`src/rtl/music_pkg.sv`:
```
// Shared definitions for the music recorder and its note RAM.
// Holds the parameter defaults, the note code type and the recorder
// state encoding.
package music_pkg;

  localparam int unsigned DEF_DATA_WIDTH      = 10;
  localparam int unsigned DEF_DEPTH           = 32;
  localparam int unsigned DEF_SAMPLE_INTERVAL = 12_500_000;

  // One-hot note plus octave bits; all-zero means silence.
  typedef logic [DEF_DATA_WIDTH-1:0] note_t;

  typedef enum logic [1:0] {
    IDLE      = 2'd0,
    ARMED     = 2'd1,
    RECORDING = 2'd2,
    DONE      = 2'd3
  } rec_state_t;

endpackage

```
`src/rtl/music_note_ram.sv`:
```
// DEPTH x DATA_WIDTH note storage: one synchronous write port and one
// asynchronous read port (maps to distributed RAM).
// Ports:
//   clk      in  clock
//   i_we     in  write enable
//   i_waddr  in  write address
//   i_wdata  in  write data
//   i_raddr  in  read address
//   o_rdata  out read data (combinational)
module music_note_ram
  import music_pkg::*;
#(
  parameter int unsigned DATA_WIDTH = DEF_DATA_WIDTH,
  parameter int unsigned DEPTH      = DEF_DEPTH,
  localparam int unsigned AW        = $clog2(DEPTH)
) (
  input  logic                  clk,
  input  logic                  i_we,
  input  logic [AW-1:0]         i_waddr,
  input  logic [DATA_WIDTH-1:0] i_wdata,
  input  logic [AW-1:0]         i_raddr,
  output logic [DATA_WIDTH-1:0] o_rdata
);

  logic [DATA_WIDTH-1:0] r_mem [DEPTH];

  always_ff @(posedge clk) begin
    if (i_we) r_mem[i_waddr] <= i_wdata;
  end

  assign o_rdata = r_mem[i_raddr];

endmodule

```
`src/rtl/music_recorder.sv`:
```
// Live note recorder with song-slot compatible playback.
// Samples note_in every SAMPLE_INTERVAL clocks into a DEPTH-entry RAM,
// then replays through the read_en/read_rst/data_out/output_ready protocol.
// Optional feature macro: MUSIC_RECORDER_SKIP_SILENCE_EN -- when defined,
// rec_start arms the recorder and capture begins on the first non-zero note.
// Ports:
//   clk, rst_n    clock, synchronous active-low reset
//   rec_start     pulse, begin a new recording
//   rec_stop      pulse, end recording (wins over rec_start)
//   note_in       live note code
//   read_en       playback advance enable (level)
//   read_rst      rewind playback to entry 0
//   data_out      registered playback note
//   output_ready  data_out valid
//   recording     armed or recording
//   full          count == DEPTH
//   count         samples stored
module music_recorder
  import music_pkg::*;
#(
  parameter int unsigned DATA_WIDTH      = DEF_DATA_WIDTH,
  parameter int unsigned DEPTH           = DEF_DEPTH,
  parameter int unsigned SAMPLE_INTERVAL = DEF_SAMPLE_INTERVAL,
  localparam int unsigned AW             = $clog2(DEPTH),
  localparam int unsigned CW             = $clog2(DEPTH) + 1,
  localparam int unsigned SW             = $clog2(SAMPLE_INTERVAL + 1)
) (
  input  logic                  clk,
  input  logic                  rst_n,
  input  logic                  rec_start,
  input  logic                  rec_stop,
  input  logic [DATA_WIDTH-1:0] note_in,
  input  logic                  read_en,
  input  logic                  read_rst,
  output logic [DATA_WIDTH-1:0] data_out,
  output logic                  output_ready,
  output logic                  recording,
  output logic                  full,
  output logic [CW-1:0]         count
);

  localparam logic [SW-1:0] SI_LAST = SW'(SAMPLE_INTERVAL);
  localparam logic [CW-1:0] CNT_MAX = CW'(DEPTH);

  rec_state_t            r_state, w_state_nxt;
  logic [CW-1:0]         r_count, w_count_nxt;
  logic [CW-1:0]         r_rd_ptr, w_rd_ptr_nxt;
  logic [SW-1:0]         r_wr_cnt, w_wr_cnt_nxt;
  logic [SW-1:0]         r_rd_cnt, w_rd_cnt_nxt;
  logic [DATA_WIDTH-1:0] r_data_out, w_data_out_nxt;
  logic                  r_output_ready, w_output_ready_nxt;
  logic                  r_recording, r_full;
  logic                  w_we;
  logic [DATA_WIDTH-1:0] w_rd_data;

  music_note_ram #(
    .DATA_WIDTH(DATA_WIDTH),
    .DEPTH     (DEPTH)
  ) u_ram (
    .clk    (clk),
    .i_we   (w_we),
    .i_waddr(r_count[AW-1:0]),
    .i_wdata(note_in),
    .i_raddr(r_rd_ptr[AW-1:0]),
    .o_rdata(w_rd_data)
  );

  always_comb begin
    w_state_nxt        = r_state;
    w_count_nxt        = r_count;
    w_rd_ptr_nxt       = r_rd_ptr;
    w_wr_cnt_nxt       = r_wr_cnt;
    w_rd_cnt_nxt       = r_rd_cnt;
    w_data_out_nxt     = r_data_out;
    w_output_ready_nxt = r_output_ready;
    w_we               = 1'b0;
    case (r_state)
      IDLE, DONE: begin
        if (rec_start && !rec_stop) begin
          w_count_nxt        = '0;
          w_wr_cnt_nxt       = SW'(1);
          w_rd_ptr_nxt       = '0;
          w_rd_cnt_nxt       = SW'(1);
          w_output_ready_nxt = 1'b0;
`ifdef MUSIC_RECORDER_SKIP_SILENCE_EN
          w_state_nxt        = ARMED;
`else
          w_state_nxt        = RECORDING;
`endif
        end else if (read_rst) begin
          w_rd_ptr_nxt       = '0;
          w_rd_cnt_nxt       = SW'(1);
          w_output_ready_nxt = 1'b0;
        end else if (read_en) begin
          if (r_rd_ptr < r_count) begin
            w_output_ready_nxt = 1'b1;
            w_data_out_nxt     = w_rd_data;
            if (r_rd_cnt == SI_LAST) begin
              w_rd_cnt_nxt = SW'(1);
              w_rd_ptr_nxt = r_rd_ptr + CW'(1);
            end else begin
              w_rd_cnt_nxt = r_rd_cnt + SW'(1);
            end
          end else begin
            w_output_ready_nxt = 1'b0;
          end
        end
      end
      ARMED: begin
`ifdef MUSIC_RECORDER_SKIP_SILENCE_EN
        // First audible note lands in entry 0 and restarts the sample grid.
        if (note_in != '0) begin
          w_we         = 1'b1;
          w_count_nxt  = CW'(1);
          w_wr_cnt_nxt = SW'(1);
          w_state_nxt  = RECORDING;
        end
        if (rec_stop) w_state_nxt = DONE;
`else
        w_state_nxt = IDLE;
`endif
      end
      RECORDING: begin
        if (r_wr_cnt == SI_LAST) begin
          w_we         = 1'b1;
          w_count_nxt  = r_count + CW'(1);
          w_wr_cnt_nxt = SW'(1);
        end else begin
          w_wr_cnt_nxt = r_wr_cnt + SW'(1);
        end
        // A write coinciding with rec_stop still completes.
        if (rec_stop || (w_count_nxt == CNT_MAX)) w_state_nxt = DONE;
      end
      default: w_state_nxt = IDLE;
    endcase
  end

  always_ff @(posedge clk) begin
    if (!rst_n) begin
      r_state        <= IDLE;
      r_count        <= '0;
      r_rd_ptr       <= '0;
      r_wr_cnt       <= SW'(1);
      r_rd_cnt       <= SW'(1);
      r_data_out     <= '0;
      r_output_ready <= 1'b0;
      r_recording    <= 1'b0;
      r_full         <= 1'b0;
    end else begin
      r_state        <= w_state_nxt;
      r_count        <= w_count_nxt;
      r_rd_ptr       <= w_rd_ptr_nxt;
      r_wr_cnt       <= w_wr_cnt_nxt;
      r_rd_cnt       <= w_rd_cnt_nxt;
      r_data_out     <= w_data_out_nxt;
      r_output_ready <= w_output_ready_nxt;
      r_recording    <= (w_state_nxt == ARMED) || (w_state_nxt == RECORDING);
      r_full         <= (w_count_nxt == CNT_MAX);
    end
  end

  assign data_out     = r_data_out;
  assign output_ready = r_output_ready;
  assign recording    = r_recording;
  assign full         = r_full;
  assign count        = r_count;

endmodule

```
`config.mk`:
```
export PLATFORM = sky130hd
export DESIGN_NAME = music_recorder
export DESIGN_NICKNAME = d
export VERILOG_FILES = /design/src/rtl/music_pkg.sv /design/src/rtl/music_note_ram.sv /design/src/rtl/music_recorder.sv
export SDC_FILE = /design/constraint.sdc
export NUM_CORES = 1
export LEC_CHECK = 0
export CAP_MARGIN = 20
export CORE_ASPECT_RATIO = 1.5
export CORE_MARGIN = 5
export CORE_UTILIZATION = 40
export DETAILED_ROUTE_END_ITERATION = 16
export HOLD_SLACK_MARGIN = 0.02
export PLACE_DENSITY_LB_ADDON = 0.08
export SYNTH_ARGS = -nofsm -noshare
export SYNTH_HDL_FRONTEND = slang
export SYNTH_SLANG_ARGS = --single-unit
export TNS_END_PERCENT = 100
```
`constraint.sdc`:
```
create_clock -name clk -period 4.5 [get_ports clk]
set_input_delay 1.35 -clock clk [delete_from_list [all_inputs] [get_ports clk]]
set_output_delay 1.35 -clock clk [all_outputs]
set_load 0.02 [all_outputs]
```
* Yosys cells after proc, flatten, opt, wreduce, memory -nomap -nowiden
Memories as Yosys holds them, arrays and structs flattened. A register that Yosys moved wholly into a read port is not among the register bits.
Cells that the tools add are included.
** Word-level totals
- RAM bits :: 320
- Output and inout port bits :: 19
- Memory bits (read-only) :: 0
- Memories :: 1
- Word-level logic and storage cells :: 70
- Register bits :: 65
- Bits of input ports :: 16
- Latch bits :: 0
** Cells by class
- Reduce and logical (&&, ||, !) cells :: 16
- $add $sub $neg :: 4
- $mul :: 0
- Bitwise logic cells :: 2
- Order comparisons :: 1
- Shift operators :: 0
- Equal/unequal tests :: 10
- Div/mod/pow operators :: 0
- Multiplexer cells :: 28
** Memory list
- u_ram.r_mem :: depth 32, bits a word 10, rd ports 1, clocked after Yosys merged registers in 1, write ports 1, RTL line music_note_ram.sv:25 : logic [DATA_WIDTH-1:0] r_mem [DEPTH];
** Operators with widths (count)
- 24-bit 2-to-1 mux :: 7
- 24-bit by 1-bit adder with 24-bit output, second input constant :: 2
- 24-bit == test, second input constant :: 2
- 6-bit 2-to-1 mux :: 8
- 24-bit case mux with 2 select lines :: 1
- 6-bit by 1-bit adder with 6-bit output, second input constant :: 2
- 6-bit == test, second input constant :: 2
- 6-bit case mux with 2 select lines :: 1
- 3-bit nonzero test :: 3
- 1-bit 2-to-1 mux :: 8
- 2-bit == test, second input constant :: 3
- 6-bit less-than comparator :: 1
- 2-bit case mux with 3 select lines :: 1
- 5-bit AND reduction :: 1
- 2-bit by 1-bit == test with 1-bit output, second input constant :: 2
- 2-bit 2-to-1 mux :: 2
- 2-bit AND reduction :: 2
- 4-bit AND reduction :: 1
- 3-bit AND reduction :: 1
- 1-bit zero test :: 2
- 2-bit zero test :: 1
- 1-bit logical OR :: 2
- 2-bit != test, second input constant :: 1
- 1-bit NOT :: 2
- other kinds (3) :: 3

* Longest topological paths before layout
Gate-level depths: netlist of run 1.
- Depth after elaboration :: 9
- Mapped depth :: 10
- Depth with buffers taken out :: 8

* Hierarchy
From an unflattened synthesis of run 1, not the netlist that was laid out.
** Second synthesis, totals
- Cell total of the unflattened synthesis :: 1173
- Area total of the unflattened synthesis :: 16609.7 µm²
** By module, submodules not included
- music_note_ram :: cells an instance 723, seq. area each 9609.2 µm², area an instance 12793.5 µm², times used 1
- music_recorder :: cells an instance 450, seq. area each 1501.4 µm², area an instance 3816.2 µm², times used 1

* Least setup slack after synthesis of run 1
No wires, ideal clock.
- Kind :: register -> register
- Start point :: reg r_wr_cnt[2]
- End point :: mem u_ram.r_mem[12][0] (netlist bit), enable pin
- Setup slack :: 1685 ps
- Data arrival time :: 2425 ps
- Stages on the path, launching flop included :: 7
- Setup time :: 390 ps
- Period minus slack after synthesis :: 2815 ps
- Cells stage by stage :: dfxtp_1 > or4_4 > nor4_4 > and2_1 > buf_6 > nand3_1 > nor3_1
** Between the ends
- Word-level cells in the longest chain between the ends :: 5
** Ends and longest elaborated chain
- start, declared :: RTL line music_recorder.sv:48 : logic [SW-1:0] r_wr_cnt, w_wr_cnt_nxt;
- start signal, assigned :: RTL line music_recorder.sv:153 : r_wr_cnt <= w_wr_cnt_nxt;
- 24-bit == test :: RTL line music_recorder.sv:124 : if (r_wr_cnt == SI_LAST) begin
- 1-bit 2-to-1 mux :: RTL line music_recorder.sv:124
- 1-bit 2-to-1 mux :: RTL line music_recorder.sv:77 : case (r_state)
- 1-bit 2-to-1 mux :: RTL line music_note_ram.sv:28 : if (i_we) r_mem[i_waddr] <= i_wdata;
- 1-bit 2-to-1 mux (implied by the code) :: RTL line music_note_ram.sv:28
- end, declared :: RTL line music_note_ram.sv:25
Every way passes these cells.

* Worst setup path after layout of run 1
- Start point :: reg r_wr_cnt[10]
- End point :: mem u_ram.r_mem[13][2] (netlist bit), enable pin
Same word-level chain as after synthesis.

==> impl_metrics.json, run 1 <==
{
  "status": "finished, final reports clean",
  "numPortBuffers": 34,
  "synth_edf_count": 320,
  "cp_slowest_stage_delay_ns": 0.61,
  "initial_core_util_pct": 40.2,
  "grt-ovfl-total": 0,
  "ios": 35,
  "cp-end-kind": "register",
  "grt_pass1_wl_um": 58200,
  "finalCriticalPeriod_ns": 3.30,
  "cts_tree": "yes",
  "grt.met1_usage_pct": 21.8,
  "hold_buffers": 0,
  "cp-start-kind": "register",
  "htree_levels": 2,
  "cp_max_fo": 10,
  "row_count": 90,
  "first_global_vias": 9028,
  "drt_iter0_markers": 731,
  "tns_ns": 0,
  "drtAntennaViolNets": 0,
  "cts_buffers": 40,
  "worstSetupPathType": "reg -> reg",
  "clock-root-buffer": "clkbuf_16",
  "min_from": "output_ready$_SDFFE_PN0P_",
  "core_area_mm2": 0.0401,
  "synth_seq_cells": 395,
  "synth_area_mm2": 0.0161,
  "p_leak_nw": 5.66,
  "ir_worst_vdd_mv": 0.306,
  "startpoint": "r_wr_cnt[10]$_SDFFE_PN0P_",
  "synth-warning-count": 0,
  "power.density_mw_per_mm2": 422,
  "rsz0062_at_grt": "false",
  "globalRoute.busiestLayer": "met2",
  "wl_per_cell_um": 24.0,
  "fin_cells": 1618,
  "worst_slew_pin_slew_ns": 0.962,
  "track_usage_pct": 17.2,
  "hold_class": "reg -> reg",
  "synth_area_leaders": "edfxtp_1 (60%), mux4_2 (11%), dfxtp_1 (9.3%)",
  "area_delta_synth_final_pct": 14.7,
  "fp.dieH_um": 256,
  "slew-limit-headroom_pct": 35.6,
  "cts_setup_buffers": 0,
  "fmaxAchievable_mhz": 303,
  "grtUsageMet2_pct": 30.9,
  "dr.pass1.iters": 5,
  "cts_resized": 0,
  "crit_required_ns": 4.73,
  "n_antenna_cell": 0,
  "gp_congestion": 0.775,
  "synth.avg_cell_area_um2": 16.0,
  "vias": 9007,
  "cts_max_path_buffers": 3,
  "netlist_instances": 1005,
  "post-route-period-util_pct": 73.3,
  "clock_latency_ns": 0.54,
  "drt-total-wl_um": 38900,
  "syn-num-nets": 1037,
  "crit_family": "simple AND/OR/NAND/NOR gates",
  "rr_startpoint": "r_wr_cnt[10]$_SDFFE_PN0P_",
  "cap_violations": 0,
  "drive_gt1_share_pct": 17.4,
  "fin_util_pct": 46.1,
  "grt_max_degree": 48,
  "numClockSinks": 395,
  "layout.nets": 1117,
  "die_x_um": 174,
  "synth_area_leader_cell": "edfxtp_1",
  "synth_top_cell_area_share_pct": 59.7,
  "critical_path_arrival_ns": 3.53,
  "ys_types": 64,
  "slew_viol_final": 0,
  "post_dp_cell_area_mm2": 0.0173,
  "ys_seq_area_share_pct": 69.0,
  "via_per_inst": 5.57,
  "finalSetupViolCount": 0,
  "total_power_mw": 7.81,
  "dp_cells": 1549,
  "cts.clk_slew.worst_paths_ns": 0.06,
  "ys.flop_type": "edfxtp_1",
  "grtUsageMet3_pct": 2.63,
  "cp_num_buf_inv": 1,
  "fin_area_mm2": 0.0185,
  "timing_hold_violations_final": 0,
  "antenna_found_initial": 0,
  "die_area_mm2": 0.0445,
  "async_reset_ff_share_pct": 0,
  "cp_cell_sequence": "or2b_1 -> nor4b_2 -> and2_1 -> nand3_1 -> nor3_1 -> buf_4",
  "clock_skew_ns": 0.0208,
  "slowest_stage": "nand3_1",
  "drc": 0,
  "hpwl_um": 24400
}
-- Yosys cell counts (16+ instances only) --
cell type,instances
nand3_1,31
edfxtp_1,320
clkbuf_1,30
inv_1,20
a21oi_1,35
nand4_1,18
nor2_1,74
dfxtp_1,75
mux2i_1,22
o21ai_0,30
mux4_2,80
ha_1,16
nor3_1,21
nand2_1,36
or3_1,22
o22ai_1,19
-- area by class of cell --
class	instances	area [µm²]
clock buffers	50	1060
clock inverters	19	135
fillers	3497	21600
inverters	21	78.8
multi-input cells	542	4710
flip-flops and latches	395	11100
well taps	506	633
repair buffers	85	736
-- logic make-up after synthesis --
group	Yosys count	share of synthesized area, %
muxes	103	12.6
xor gates and xnor gates	25	1.36
buffers and inverters	68	1.75
AOI/OAI and AO/OA	141	5.66
DFF	395	69.0
adders and majority gates	16	1.24
and+or+nand+nor	257	8.39
-- routing by layer --
metal,wire [µm],up-vias
li1,-,4161
met1,16200,4631
met2,20600,161
met3,1260,54
met4,859,0
met5,0,-
-- flip-flops by register name, indices dropped and copies added, names as in the netlist --
signal	flops
recording	1
r_state	2
r_rd_cnt	24
output_ready	1
r_rd_ptr	6
count	6
data_out	10
full	1
u_ram.r_mem	320
r_wr_cnt	24
-- per-stage QoR --
step / setup slack, ns / hold WS (ns)
floorplan: 1.68 / 0.452
CTS: 1.15 / 0.494
global route: 0.964 / 0.519
global placement: 0.827 / 0.477
finish: 1.20 / 0.494
detailed placement: 0.751 / 0.482
-- report_power, final --
part           internal [mW]  switching (mW)  total, mW
clock                   1.77            1.34       3.11
combinational          0.276           0.402      0.678
sequential              3.97          0.0442       4.01
-- layout by cell type (no fill, tap or decap), drive strengths merged, types with 8 or more instances in the layout --
cell type / n
a21oi: 36
a22o: 9
a22oi: 9
buf: 51
clkbuf: 50
clkdlybuf4s50: 34
clkinv: 15
dfxtp: 75
edfxtp: 320
ha: 16
inv: 20
mux2i: 22
mux4: 80
nand2: 36
nand2b: 8
nand3: 31
nand4: 18
nor2: 74
nor3: 21
o21ai: 31
o22ai: 19
or3: 22
xnor2: 12
xor2: 13
-- worst reg2reg max path, cell delays in order (launching register included) --
cell and delay (ns):
dfxtp_1 0.40, or2b_1 0.27, nor4b_2 0.60, and2_1 0.49, nand3_1 0.61, nor3_1 0.36
buf_4 0.25
-- path summary, 6_finish.rpt --
kind / depth (start not counted) / slack, ns / end
worst max-delay path: 6 / 1.20 / u_ram.r_mem[13][2]$_DFFE_PP_
worst min-delay path: 2 / 0.49 / output_ready$_SDFFE_PN0P_
worst max register to register: 6 / 1.20 / u_ram.r_mem[13][2]$_DFFE_PP_
worst min register to register: 2 / 0.49 / output_ready$_SDFFE_PN0P_
No activity file was read; power rests on OpenSTA's default activity.
==> run 2, diff against run 1 <==
- clock period: 4.5 -> 3.2 ns (I/O delays scaled with it)
==> run 2 against run 1 <==
  * Combinational power rose by 52%
  * Core utilization rose by 0.92 points
  * Highest routed layer unchanged
  * Clock power rose by 52%
  * Die area did not move
  * Flip-flop and latch count did not move
  * Critical endpoint is now count[0]
  * Critical path type is now reg -> out
  * Routed wire length rose by 1.1%
==> impl_metrics.json, run 2 (synthesized netlist as in run 1, its figures left out) <==
{
  "status": "finished, final reports clean",
  "multi_input_area_mm2": 0.00471,
  "die_area_mm2": 0.0445,
  "drtAntennaViolNets": 0,
  "nFillCells": 3544,
  "cts_buffers": 41,
  "drt_iter0_markers": 510,
  "die_x_um": 174,
  "total_power_mw": 11.4,
  "htree_levels": 2,
  "post_dp_cell_area_mm2": 0.0175,
  "fin_area_mm2": 0.0188,
  "vias": 9185,
  "cts_max_path_buffers": 3,
  "ff_latch_area_mm2": 0.0111,
  "layout.nets": 1146,
  "hold_buffers": 0,
  "finalCriticalPeriod_ns": 2.75,
  "cp_max_fo": 10,
  "antenna_found_initial": 0,
  "cap_violations": 0,
  "drt-total-wl_um": 39300,
  "fp.dieH_um": 256,
  "clock_latency_ns": 0.54,
  "cp-start-kind": "register",
  "largest-register": "u_ram.r_mem",
  "largest_registers": "u_ram.r_mem (320), r_rd_cnt (24), r_wr_cnt (24)",
  "drive_gt1_share_pct": 19.9,
  "power.density_mw_per_mm2": 605,
  "slew_viol_final": 0,
  "dr.pass1.iters": 5,
  "slew-limit-headroom_pct": 40.1,
  "rsz0062_at_grt": "false",
  "cp_slowest_stage_delay_ns": 0.68,
  "n_antenna_cell": 0,
  "crit_required_ns": 2.24,
  "p_leak_nw": 5.86,
  "timing_hold_violations_final": 0,
  "area_delta_synth_final_pct": 17.0,
  "cts_setup_buffers": 0,
  "track_usage_pct": 17.6,
  "slowest_stage": "clkdlybuf4s50_1",
  "cts_tree": "yes",
  "hpwl_um": 25000,
  "cp_num_buf_inv": 1,
  "initial_core_util_pct": 40.2,
  "clock-root-buffer": "clkbuf_16",
  "grt_max_degree": 85,
  "grt-ovfl-total": 0,
  "crit_family": "buffers and inverters",
  "wl_per_cell_um": 23.9,
  "row_count": 90,
  "gp_congestion": 0.788,
  "drc": 0,
  "first_global_vias": 9374,
  "core_area_mm2": 0.0401,
  "ios": 35,
  "numClockSinks": 395,
  "finalSetupViolCount": 0,
  "clock_skew_ns": 0.0125,
  "numPortBuffers": 34,
  "grt_pass1_wl_um": 59400,
  "cts.clk_slew.worst_paths_ns": 0.06,
  "final_cell_mix": "edfxtp_1 (320), mux4_2 (80), nor2_1 (74), buf_4 (74), dfxtp_1 (73)",
  "fmaxAchievable_mhz": 364,
  "largest_reg_flops": 320,
  "ir_worst_vdd_mv": 0.341,
  "worst_slew_pin_slew_ns": 0.899,
  "post-route-period-util_pct": 85.9,
  "worstSetupPathType": "reg -> out",
  "cp_cell_sequence": "clkdlybuf4s50_1",
  "final_common_cell": "edfxtp_1",
  "tns_ns": 0,
  "hold_class": "reg -> reg",
  "via_per_inst": 5.57,
  "cts_resized": 0,
  "critical_path_arrival_ns": 1.79,
  "cp-end-kind": "output port"
}
run 2: cell types whose count changed in the layout (fill, tap and decap cells not counted), moves of 2 or more:
cell,before,now
bufinv_16,2,4
clkinv_2,4,2
buf_4,50,74
clkinv_1,11,9
clkbuf_16,41,43
buf_12,1,4
clkinv_4,0,2
run 2: area by class of cell:
cell class | count | area share, %
Clock buffer | 52 | 5.89
Clock inverter | 20 | 1.10
Inverter | 21 | 0.418
Multi-Input combinational cell | 542 | 25.0
Sequential cell | 395 | 59.0
Tap cell | 506 | 3.36
Timing Repair Buffer | 113 | 5.22
run 2: through the flow:
| stage | std cells | hold WS [ns] | setup WS, ns | util, % |
|---|---|---|---|---|
| after floorplan | 1005 | 0.452 | 0.385 | - |
| after global placement | 1576 | 0.471 | 0.206 | 43.7 |
| after detailed placement | 1576 | 0.480 | 0.178 | 43.7 |
| after CTS | 1648 | 0.489 | 0.423 | 47.0 |
| after global routing | 1649 | 0.515 | 0.397 | 47.0 |
| final | 1649 | 0.484 | 0.452 | 47.0 |
run 2: final timing paths:
| check | to | depth (start not counted) | slack, ns | from |
|---|---|---|---|---|
| worst max-delay path | count[0] | 1 | 0.45 | count[0]$_SDFF_PN0_ |
| worst min-delay path | r_rd_cnt[21]$_SDFFE_PN0P_ | 2 | 0.48 | r_rd_cnt[21]$_SDFFE_PN0P_ |
| worst max register to register | u_ram.r_mem[14][2]$_DFFE_PP_ | 8 | 0.60 | r_wr_cnt[2]$_SDFFE_PN0P_ |
| worst min register to register | r_rd_cnt[21]$_SDFFE_PN0P_ | 2 | 0.48 | r_rd_cnt[21]$_SDFFE_PN0P_ |
run 2: layer usage:
layer | vias up | GRT usage, % | part of all wire, %
li1 | 4228 | - | -
met4 | 0 | 6.69 | 3.7
met5 | - | 0 | 0
met2 | 190 | 30.5 | 52
met1 | 4700 | 22.2 | 41
met3 | 67 | 2.72 | 3.9
run 2: report_power, final:
group / switching, mW / total [mW] / internal, mW
combinational: 0.595 / 1.03 / 0.439
sequential: 0.0562 / 5.64 / 5.58
clock: 1.95 / 4.73 / 2.78
==> patch 1: new RTL, settings of run 2 <==
Encoding of `rec_state_t`: now one-hot (4 bits for 4 states).
--- a/src/rtl/music_pkg.sv
+++ b/src/rtl/music_pkg.sv
@@ -10,11 +10,11 @@
   // One-hot note plus octave bits; all-zero means silence.
   typedef logic [DEF_DATA_WIDTH-1:0] note_t;
 
-  typedef enum logic [1:0] {
-    IDLE      = 2'd0,
-    ARMED     = 2'd1,
-    RECORDING = 2'd2,
-    DONE      = 2'd3
+  typedef enum logic [3:0] {
+    IDLE      = 4'b0001,
+    ARMED     = 4'b0010,
+    RECORDING = 4'b0100,
+    DONE      = 4'b1000
   } rec_state_t;
 
 endpackage
Formal check against the unedited RTL: no difference found for any inputs over 4 cycles, from zero or initial values and one cycle with rst_n low; so few cycles prove little.
==> patch 1 against run 2 <==
Utilization down 0.12 points; sequential cell count rose by 2; worst setup slack got worse by 0.041 ns; highest routed layer unchanged; count of clock-buffer cells in the layout decreased by 1; synthesized cell count down 0.70%; global-route usage down 0.72 points; clock skew rose by 0.00077 ns; routed wire length fell by 4.5%; first-iteration DRC count increased by 20%; sequential share of layout area about the same; final area is 0.31% higher; area after synthesis grew 1.4%; via count is 0.78% lower.
Power is not compared: it rests on default switching activity, and its combinational part moved more than twofold at a synthesized area within 25%.
==> patch 1: results (changes against run 2) <==
top post-synthesis cells by area edfxtp_1 (59%), mux4_2 (14%), dfxtp_1 (9.4%) (was edfxtp_1 (60%), mux4_2 (11%), dfxtp_1 (9.3%)); Post-CTS Setup Repair Bufs 0 (unchanged); CTS Buffer Depth 3 (unchanged); fraction of layout cells with a size suffix above 1 21.4% (was 19.9%); Worst R2R Start count[1] (was r_wr_cnt[2]); largest net degree at the start of global routing 42 (was 85); per-cell routed wire length 23.1 µm (was 23.9 µm); clk slew on worst S/H paths 0.06 ns (about the same); result of the run complete, no violations (unchanged); vias in the first global route 9,382 (was 9,374); worst hold start r_rd_cnt[13] (was r_rd_cnt[21]); worst hold slack 0.484 ns (about the same); vias 9,113 (was 9,185); fin nets 1,123 (was 1,146); hold endpoint r_rd_cnt[13] (was r_rd_cnt[21]); list of most frequent post-synthesis cells edfxtp_1 (320), mux4_2 (100), dfxtp_1 (77) (was edfxtp_1 (320), mux4_2 (80), dfxtp_1 (75)); syn avg cell area 16.4 µm² (was 16.0 µm²); Seq/Total Area, Yosys 68.3% (was 69.0%); RR Endpoint r_rd_cnt[5] (was u_ram.r_mem[14][2]); HP Class reg -> reg (unchanged); # fillers 3,500 (was 3,544); Placer Congestion 0.805 (was 0.788); crit-path max cell delay 0.50 ns (was 0.68 ns); Pre-Repair DR Iteration Count 5 (unchanged); global-route wire length before repair 58,400 µm (was 59,400 µm); Post-Route WL 37,600 µm (was 39,300 µm); slowest library cell on the worst path dfxtp_1 (was clkdlybuf4s50_1); WP data arrival 3.24 ns (was 1.79 ns); total track usage 16.8% (was 17.6%); Slew @ Worst Pin 0.492 ns (was 0.899 ns); Num CTS Buffers 40 (was 41); TNS Setup 0 ns (unchanged); Clock Skew 0.0133 ns (was 0.0125 ns); Syn Nets 1,028 (was 1,037); DRT iter0 DRCs 612 (was 510); post-DP HPWL 24,300 µm (was 25,000 µm); CP delay by family, top compound AO/OA/AOI/OAI gates (was buffers and inverters); flop2flop setup slack 0.41 ns (was 0.60 ns); Netlist cell types 65 (was 64); DP Worst Slack 0.151 ns (was 0.178 ns); minimum clock period 2.79 ns (was 2.75 ns); R2R depth 9 (was 8); placed cells 1,557 (was 1,576)
## patch 1: cell types whose count changed in the layout (fill, tap and decap cells not counted), moves of 8 or more
cell and delta:
a21oi_1 +22, mux4_2 +20, o22ai_1 -18, nor3_1 -13, mux2i_1 -10, or3_1 -10
xor2_1 -10, a22o_1 -9, buf_4 -9, or4_1 +9, nand4_1 -8
## patch 1: final cells by class
cell class,count,area (µm²),share of cell area [%]
flip-flops and latches,397,11200,59.0
multi-input cells,532,4910,26.0
clock buffers,51,1060,5.63
repair buffers,104,928,4.91
well taps,506,633,3.35
clock inverters,22,140,0.741
inverters,18,67.6,0.357
## patch 1: stage by stage
step                util, %  cell area [µm²]
finish                 46.9            18900
global route           46.9            18900
CTS                    46.9            18900
detailed placement     43.9            17700
global placement       43.9            17700
floorplan                 -            16300
## patch 1: cell families (layout without fill, tap and decap cells)
| group | count (synthesis) | count (layout) | share of synthesized area, % |
|---|---|---|---|
| flip-flops | 397 | 397 | 68.3 |
| AND/OR/NAND/NOR | 235 | 235 | 7.66 |
| AO/OA/AOI/OAI | 159 | 159 | 6.17 |
| multiplexers | 112 | 112 | 14.5 |
| buffers and inverters | 69 | 195 | 1.69 |
| adder cells (fa/ha/maj) | 14 | 14 | 1.07 |
| XOR/XNOR | 11 | 11 | 0.590 |
| other | 1 | 1 | 0.0230 |
## patch 1: power by group through the flow
| stage | combinational, mW | clock (mW) | sequential (mW) |
|---|---|---|---|
| after floorplan | 0.0528 | 0 | 5.69 |
| after global placement | 0.174 | 0 | 5.68 |
| after detailed placement | 0.179 | 0 | 5.68 |
| after CTS | 0.179 | 4.54 | 5.57 |
| after global routing | 0.193 | 4.74 | 5.57 |
| final | 0.174 | 4.39 | 5.57 |
## patch 1: worst max path at each step
stage                     startpoint      endpoint  cells past startpoint
final                       count[1]   r_rd_cnt[5]                      9
after CTS                   count[1]  r_rd_cnt[10]                      9
after global routing        count[1]  r_rd_cnt[15]                      8
after global placement       read_en  r_rd_cnt[10]                      8
after detailed placement     read_en  r_rd_cnt[10]                      8
after floorplan             count[2]  r_rd_cnt[13]                      9
## patch 1: per-layer routing
layer	routed length, µm	track usage [%]
met5	0	0
met4	896	5.00
met3	1180	2.25
met2	19400	29.5
met1	16100	21.9
## patch 1: worst register-to-register path, stage by stage (launching register included)
cell and delay [ns]:
dfxtp_1 0.50, inv_1 0.20, ha_1 0.24, a21o_1 0.15, a31oi_1 0.33, o21a_1 0.28
o21ai_1 0.14, buf_4 0.21, or4_1 0.50, a21oi_1 0.16
==> patch 2: new RTL, config.mk and constraints of run 2 <==
Made on the original files. Set the package constant `DEF_DEPTH` to 16 (it was 32).
--- a/src/rtl/music_pkg.sv
+++ b/src/rtl/music_pkg.sv
@@ -4,7 +4,7 @@
 package music_pkg;
 
   localparam int unsigned DEF_DATA_WIDTH      = 10;
-  localparam int unsigned DEF_DEPTH           = 32;
+  localparam int unsigned DEF_DEPTH           = 16;
   localparam int unsigned DEF_SAMPLE_INTERVAL = 12_500_000;
 
   // One-hot note plus octave bits; all-zero means silence.
Interface: changed (resized count); port bits go from 35 to 34. No check against the original RTL was run, so the function may have changed too.
==> patch 2 against run 2 <==
Utilization is 0.75 points higher; first-iteration DRC count is 38% lower; global-route usage is 0.55 points lower; final cell count is 32% lower; routed wire length is 40% lower; worst setup slack better by 0.045 ns; clock skew is 0.016 ns higher; total power is 45% lower; fmax is 1.7% higher; area after synthesis is 39% lower; final area is 38% lower; sequential cell count is 162 lower; die area is 37% lower.
==> patch 2: results (changes against run 2) <==
Clock Skew 0.0280 ns (was 0.0125 ns); Netlist cell types 56 (was 64); global-route wire length before repair 37,200 µm (was 59,400 µm); top post-synthesis cells by area edfxtp_1 (49%), dfxtp_1 (15%), mux4_2 (11%) (was edfxtp_1 (60%), mux4_2 (11%), dfxtp_1 (9.3%)); fin nets 804 (was 1,146); fraction of layout cells with a size suffix above 1 17.8% (was 19.9%); Placer Congestion 0.836 (was 0.788); Port Buffers 33 (was 34); P_leak 3.69 nW (was 5.86 nW); total track usage 17.0% (was 17.6%); detailed-route vias per instance 5.40 (was 5.57); slowest library cell on the worst path clkdlybuf4s50_1 (unchanged); largest net degree at the start of global routing 45 (was 85); hold endpoint data_out[1] (was r_rd_cnt[21]); vias in the first global route 6,388 (was 9,374); DP Worst Slack 0.163 ns (was 0.178 ns); RR Endpoint recording (was u_ram.r_mem[14][2]); worst hold slack 0.467 ns (was 0.484 ns); R2R depth 6 (was 8); WP data arrival 1.74 ns (was 1.79 ns); Pre-Repair DR Iteration Count 4 (was 5); DRC viols 0 (unchanged); Syn Nets 738 (was 1,037); result of the run complete, no violations (unchanged); Seq/Total Area, Yosys 63.4% (was 69.0%); # fillers 2,215 (was 3,544); post-DP HPWL 15,100 µm (was 25,000 µm); clk slew on worst S/H paths 0.06 ns (about the same); H-tree Lvls 1 (was 2); per-cell routed wire length 21.2 µm (was 23.9 µm); internal power 4.98 mW (was 8.80 mW); flop2flop setup slack 0.53 ns (was 0.60 ns); worst hold start data_out[1] (was r_rd_cnt[21]); DRT iter0 DRCs 318 (was 510); Largest regs u_ram.r_mem x160, r_rd_cnt x24, r_wr_cnt x24 (was u_ram.r_mem x320, r_rd_cnt x24, r_wr_cnt x24); Num CTS Buffers 24 (was 41); Slew @ Worst Pin 0.714 ns (was 0.899 ns); list of most frequent post-synthesis cells edfxtp_1 (160), dfxtp_1 (73), nor2_1 (65) (was edfxtp_1 (320), mux4_2 (80), dfxtp_1 (75)); minimum clock period 2.70 ns (was 2.75 ns); VDD IR max 441 µV (was 341 µV); CTS Buffer Depth 3 (unchanged); HP Class reg -> reg (unchanged); EDFF count, synth 160 (was 320)
==> patch 2: area by class of cell <==
class                      count  area [µm²]  area share, %
clock buffer                  31         637           5.48
clock inverter                12         145           1.25
inverter                      17        63.8          0.549
multi-input combinational    426        3470           29.8
sequential                   233        6270           53.9
tap                          324         405           3.49
timing repair buffer          71         641           5.51
==> patch 2: worst max path at each step <==
stage	to	cells after the start	start
finish	count[0]	1	count[0]
global route	u_ram.r_mem[1][5]	7	r_wr_cnt[17]
CTS	count[0]	1	count[0]
detailed placement	r_rd_cnt[22]	7	read_en
global placement	r_rd_cnt[20]	7	read_en
floorplan	u_ram.r_mem[2][0]	5	r_wr_cnt[8]
==> patch 2: cells by family (layout without fill, tap and decap cells) <==
group	count (synthesis)	in the layout	synth area share (%)
buffers and inverters	48	131	1.85
xor gates and xnor gates	40	40	3.54
and+or+nand+nor	232	232	11.6
AOI/OAI and AO/OA	89	89	6.41
muxes	50	50	11.4
adders and majority gates	15	15	1.90
DFF	233	233	63.4
==> patch 2: power by group through the flow <==
stage                     logic (mW)  registers [mW]  clock network, mW
final                          0.290            3.24               2.78
after global routing           0.323            3.24               2.98
after CTS                      0.292            3.24               2.85
after detailed placement       0.290            3.30                  0
after global placement         0.279            3.30                  0
after floorplan                0.158            3.31                  0
==> patch 2: metal layers <==
metal	vias up	global-route usage, %	routed length [µm]
li1	2829	-	-
met1	3042	19.5	9130
met2	108	32.7	13100
met3	37	2.14	720
met4	0	5.40	662
met5	-	0	0
==> patch 2: metrics by stage <==
step	instance area (µm²)	total power [mW]	util [%]	instances
2_1_floorplan	9890	3.46	-	707
3_3_place_gp	10800	3.58	44.5	1071
3_5_place_dp	10800	3.60	44.5	1071
4_1_cts	11600	6.38	47.8	1114
5_1_grt	11600	6.55	47.8	1114
6_report	11600	6.31	47.8	1114
